### config.mk
export PLATFORM = sky130hd
export DESIGN_NAME = can_rx_fifo
export DESIGN_NICKNAME = d
export VERILOG_FILES = /design/src/rtl/can_rx_fifo.sv
export SDC_FILE = /design/constraint.sdc
export NUM_CORES = 1
export LEC_CHECK = 0
export CORE_MARGIN = 8
export CORE_UTILIZATION = 55
export CTS_BUF_LIST = sky130_fd_sc_hd__clkbuf_8
export DETAILED_ROUTE_END_ITERATION = 6
export PLACE_DENSITY_LB_ADDON = 0.2
export SYNTH_ARGS = -nofsm -noshare
export SYNTH_HDL_FRONTEND = slang
export SYNTH_SLANG_ARGS = --single-unit
### constraint.sdc
create_clock -name clk -period 4.5 [get_ports clk]
set_input_delay 0.9 -clock clk [delete_from_list [all_inputs] [get_ports clk]]
set_output_delay 0.9 -clock clk [all_outputs]
set_load 0.05 [all_outputs]
### src/rtl/can_rx_fifo.sv
// can_rx_fifo: receive-frame queue with ID acceptance filter.
//
// Captures CRC-valid frames from the CAN receiver, drops frames rejected by
// the CODE/MASK filter, and queues accepted frames in a DEPTH-entry FIFO.
// The oldest frame is exposed through a 32-bit register window.
//
// Optional feature macro: CAN_RXF_FILTER_EN (CODE/MASK registers and the
// acceptance filter). When undefined, every frame_valid is a push candidate
// and rs 4/5 read as zero.
//
// Ports:
//   clk, rst_n      clock, asynchronous active-low reset
//   frame_valid     one-cycle pulse, frame complete and CRC-valid
//   frame_id[28:0]  received ID (standard IDs right-aligned)
//   frame_ext       extended-frame flag
//   frame_rtr       remote-frame flag
//   frame_dlc[3:0]  data length code
//   frame_data[63:0] payload, byte n at [8n+7:8n]
//   cs, we, rs[2:0], d[31:0]  register access (32-bit only)
//   q[31:0]         combinational read data, 0 unless cs & ~we
//   irq             level interrupt = irqen & nempty
module can_rx_fifo #(
  parameter int unsigned DEPTH = 4
) (
  input  logic        clk,
  input  logic        rst_n,
  input  logic        frame_valid,
  input  logic [28:0] frame_id,
  input  logic        frame_ext,
  input  logic        frame_rtr,
  input  logic [3:0]  frame_dlc,
  input  logic [63:0] frame_data,
  input  logic        cs,
  input  logic        we,
  input  logic [2:0]  rs,
  input  logic [31:0] d,
  output logic [31:0] q,
  output logic        irq
);

  localparam int unsigned PW = (DEPTH > 1) ? $clog2(DEPTH) : 1;
  localparam int unsigned CW = PW + 1;
  localparam logic [CW-1:0] FULL_CNT = CW'(DEPTH);

  // Entry layout: {ext, rtr, dlc[3:0], id[28:0], data[63:0]}
  logic [98:0]   mem [DEPTH];
  logic [98:0]   head;
  logic [PW-1:0] wptr, rptr;
  logic [CW-1:0] count;
  logic          ovf, irqen;
  logic          nempty, full;
  logic          reg_wr, stat_wr, pop_req, flush, clr_ovf;
  logic          accept, do_push, do_pop, ovf_set;
  logic          unused_bits;

  assign unused_bits = ^d[30:3];

  assign nempty  = (count != '0);
  assign full    = (count == FULL_CNT);
  assign head    = mem[rptr];

  assign reg_wr  = cs & we;
  assign stat_wr = reg_wr & (rs == 3'd1);
  assign pop_req = stat_wr & d[0];
  assign flush   = stat_wr & d[1];
  assign clr_ovf = stat_wr & d[2];

`ifdef CAN_RXF_FILTER_EN
  logic [29:0] code, mask;

  always_ff @(posedge clk or negedge rst_n) begin
    if (!rst_n) begin
      code <= '0;
      mask <= '0;
    end else begin
      if (reg_wr && rs == 3'd4) code <= d[29:0];
      if (reg_wr && rs == 3'd5) mask <= d[29:0];
    end
  end

  // Registered CODE/MASK: a write in the frame_valid cycle is not yet visible.
  assign accept = frame_valid & ((({frame_ext, frame_id} ^ code) & mask) == '0);
`else
  assign accept = frame_valid;
`endif

  // Flush overrides everything; a pop frees the slot a full-FIFO push needs.
  assign do_pop  = pop_req & nempty & ~flush;
  assign do_push = accept & ~flush & (~full | do_pop);
  assign ovf_set = accept & ~flush & full & ~do_pop;

  always_ff @(posedge clk or negedge rst_n) begin
    if (!rst_n) begin
      wptr  <= '0;
      rptr  <= '0;
      count <= '0;
      ovf   <= 1'b0;
      irqen <= 1'b0;
    end else begin
      if (stat_wr) irqen <= d[31];
      if (flush) begin
        wptr  <= '0;
        rptr  <= '0;
        count <= '0;
      end else begin
        if (do_push) wptr <= wptr + PW'(1);
        if (do_pop)  rptr <= rptr + PW'(1);
        if (do_push && !do_pop)      count <= count + CW'(1);
        else if (!do_push && do_pop) count <= count - CW'(1);
      end
      if (ovf_set)      ovf <= 1'b1;
      else if (clr_ovf) ovf <= 1'b0;
    end
  end

  always_ff @(posedge clk) begin
    if (do_push)
      mem[wptr] <= {frame_ext, frame_rtr, frame_dlc, frame_id, frame_data};
  end

  always_comb begin
    q = '0;
    if (cs && !we) begin
      case (rs)
        3'd0: if (nempty) q = {head[98], head[97], 1'b0, head[92:64]};
        3'd1: q = {irqen, 12'h0, ovf, full, nempty, 8'h0, 4'(count),
                   nempty ? head[96:93] : 4'h0};
        3'd2: if (nempty) q = head[31:0];
        3'd3: if (nempty) q = head[63:32];
`ifdef CAN_RXF_FILTER_EN
        3'd4: q = {2'b00, code};
        3'd5: q = {2'b00, mask};
`endif
        default: q = '0;
      endcase
    end
  end

  assign irq = irqen & nempty;

endmodule

==> results_dict.tcl <==
set metrics [dict create \
    status "finished clean" \
    num_vias 7832 \
    dp_slack_ns 0.4938 \
    min-delay-start "ovf$_DFFE_PN0P_" \
    finClkSkew_ns 0.01748 \
    cts_buffers 59 \
    fin_crit_sh 0.8997 \
    r2r_setup_slack_ns 1.63 \
    synth_compound_area_frac 0.02243 \
    critPathKind "flip-flop to primary output" \
    instances_no_fill 1353 \
    cts_sinks 405 \
    slew_violations 0 \
    hold_violations 0 \
    antenna_left 0 \
    sw_frac_of_total 0.2561 \
    grt_max_degree 67 \
    portBuffers 143 \
    place_area_mm2 0.01817 \
    dp_hpwl_um 19180 \
    worst_hold_slack_ns 0.4878 \
    rr_endpoint "count[2]$_DFFE_PN0P_" \
    cts_tree "done" \
    yosys.cell_types.count 43 \
    synth_area_per_cell_um2 21.49 \
    finalNetCount 1064 \
    drv_cap 0 \
    post_cts_buffers 0 \
    period_minus_slack_ns 4.049 \
    drive_above_1_share 0.2500 \
    grt_pass1_vias 8707 \
    yosysTopAreaCell "edfxtp_1" \
    comb_power_share 0.175 \
    fill_cells 1815 \
    critPathLaunchType "flip-flop" \
    synthSimpleGateAreaFrac 0.02825 \
    grt_usage 0.1869 \
    r2r_start "count[0]$_DFFE_PN0P_" \
    synth_xor_area_frac 0 \
    grt_first_pass_wirelength_um 48690 \
    drc 0 \
    routedWlPerCell_um 23.44 \
    cp_max_fo 45 \
    synth_area_leaders "edfxtp_1 (75%), mux4_2 (14%), mux2i_1 (1.7%), dfrtp_1 (1.4%), nor2_1 (1.1%)" \
    routed_via_density 5.789 \
    seq_area_frac_synth 0.7621 \
    cts_hold_buf 0 \
    total_power_mw 9.551 \
    syn_area_mm2 0.01590 \
    dieHeight_um 186.0 \
    place_inst 1243 \
    p_clk_frac 0.285 \
    initial_core_util 0.5554 \
    relSlewSlack 0.3627 \
    end_kind "primary output" \
    dieArea_mm2 0.03460 \
    htreeDepth 2 \
    holdPathStages 2 \
    max_freq_ghz 0.2470 \
    synth_edf_count 396 \
    cts_resized 0 \
    internal_power_mw 7.105 \
    syn2layout_area_growth_pct 21.27 \
    synthCells 740 \
    sequentialPowerShare 0.541 \
    setup_viol 0 \
    routed_wl_um 31710 \
    multi_input_area_mm2 0.003530 \
    regArea_mm2 0.01212 \
    setup_slack_ns 0.4515 \
    cts_buffer_depth 3 \
    final_area_mm2 0.01928 \
    synthFlopType "edfxtp_1" \
    synth_top_family_by_area "multiplexers" \
    yosys_warnings 0 \
    grt_setup_unrepaired "false" \
    antenna_found_initial 4 \
    leakage_nw 6.583 \
    peakVddDrop_mv 0.3260 \
    insertion_delay_ns 0.59 \
    cp.arrival_ns 3.15 \
    tns_ns 0 \
    chipWidth_um 186.0 \
    ys_seq_elements 405 \
    clk_pin_slew_ns 0.06 \
    cellPowerDensity_mw_per_mm2 495.4 \
    design.portCount 172 \
    grt_overflow 0 \
    synth_mux_area_frac 0.1662 \
    r2r_cells 9 \
    p_switching_mw 2.446 \
    core_area_mm2 0.02863 \
    worst_pin_slew_ns 0.9559 \
    synth_fa_ha_area_frac 0.004407 \
    rows 62 \
    post-route-util 0.6736 \
    drt_iter0_drc 597 \
    ys_async_sr_fraction 0.02222 \
    syn_nets 884 \
    worstPathRequired_ns 3.60 \
    clock-root-buffer "clkbuf_8" \
    min_to "ovf$_DFFE_PN0P_" \
    hold_path.class "flip-flop to flip-flop" \
    dr.pass1.iters 5 \
    place_congestion 0.8071 \
    synth_top_area_frac 0.7479 \
]
## cells in the mapped netlist (2+ instances only)
master and instances:
clkbuf_1 21, nor2_1 46, inv_1 7, edfxtp_1 396
a22oi_1 5, mux2_2 5, a21o_1 3, nor2b_1 6
ha_1 4, nor3b_1 3, a31oi_1 19, and2_1 4
o21ai_0 6, mux4_1 5, dfrtp_1 9, buf_4 4
mux2i_1 27, a311oi_1 2, a21oi_1 2, buf_2 15
nand2_1 14, nand3_1 2, nor2b_4 3, and3_1 2
buf_6 3, o21ai_1 3, nand2b_1 2, nor3_1 5
or3_1 2, mux4_2 97, a211oi_1 6
## metal layers
layer,part of all wire,GRT usage,vias to the layer above
met2,0.50,0.3133,279
li1,-,-,3460
met5,0.0018,0,-
met3,0.076,0.05387,70
met1,0.40,0.2360,4015
met4,0.019,0.05335,8
## power by group through the flow
stage	clock network, mW	registers [mW]	logic, mW
floorplan	0	5.14	1.09
global placement	0	5.18	1.63
detailed placement	0	5.25	1.68
CTS	2.80	5.17	1.69
global route	2.95	5.22	1.78
finish	2.72	5.16	1.67
## state kept, by name (all words and copies together) (netlist names)
register and count:
count 3, wptr 2, mem 396, rptr 2
ovf 1, irqen 1
## placed cells by master, fill, tap and decap left out, types with 4 or more instances in the layout
cell / n
o21ai_0: 6
clkinv_2: 11
clkdlybuf4s50_1: 109
a22oi_1: 5
and2_4: 4
clkinv_1: 15
mux2i_1: 27
dfrtp_1: 7
nor2b_1: 6
mux4_1: 5
inv_1: 25
clkbuf_8: 60
buf_4: 12
buf_12: 41
mux2_2: 5
ha_1: 4
nor2_1: 46
a211oi_1: 6
nor3_1: 5
nand2_1: 14
mux4_2: 97
edfxtp_1: 396
a31oi_1: 19
## logic make-up after synthesis
family,after synthesis
flops,405
buf+inv,51
simple gates,92
compound gates,53
fa+ha+maj,5
mux,134
## cell type report
cell class | instances | share of cell area
Antenna cell | 1 | 0.0001298
Clock buffer | 60 | 0.04283
Clock inverter | 49 | 0.01480
Inverter | 7 | 0.001363
Multi-Input combinational cell | 284 | 0.1831
Sequential cell | 405 | 0.6288
Tap cell | 384 | 0.02492
Timing Repair Buffer | 163 | 0.1041
## critical path, cell delays in order (launching register included)
cell and delay [ns]:
dfrtp_4 0.84, buf_12 0.42, mux4_2 0.54, mux2i_1 0.14, nor2_1 0.06, a31oi_1 0.20, nor2_1 0.13, buf_12 0.19
## worst max-delay path by stage
| stage | from | depth (start not counted) | to | slack [ns] |
|---|---|---|---|---|
| floorplan | rs[1] | 6 | q[30] | 0.59 |
| global route | rptr[0]$_DFFE_PN0P_ | 7 | q[7] | 0.20 |
| CTS | rptr[0]$_DFFE_PN0P_ | 7 | q[7] | 0.32 |
| global placement | rs[2] | 6 | q[30] | 0.57 |
| finish | rptr[0]$_DFFE_PN0P_ | 7 | q[7] | 0.45 |
| detailed placement | rs[2] | 6 | q[30] | 0.49 |
Power figures use the tool's default switching activity.
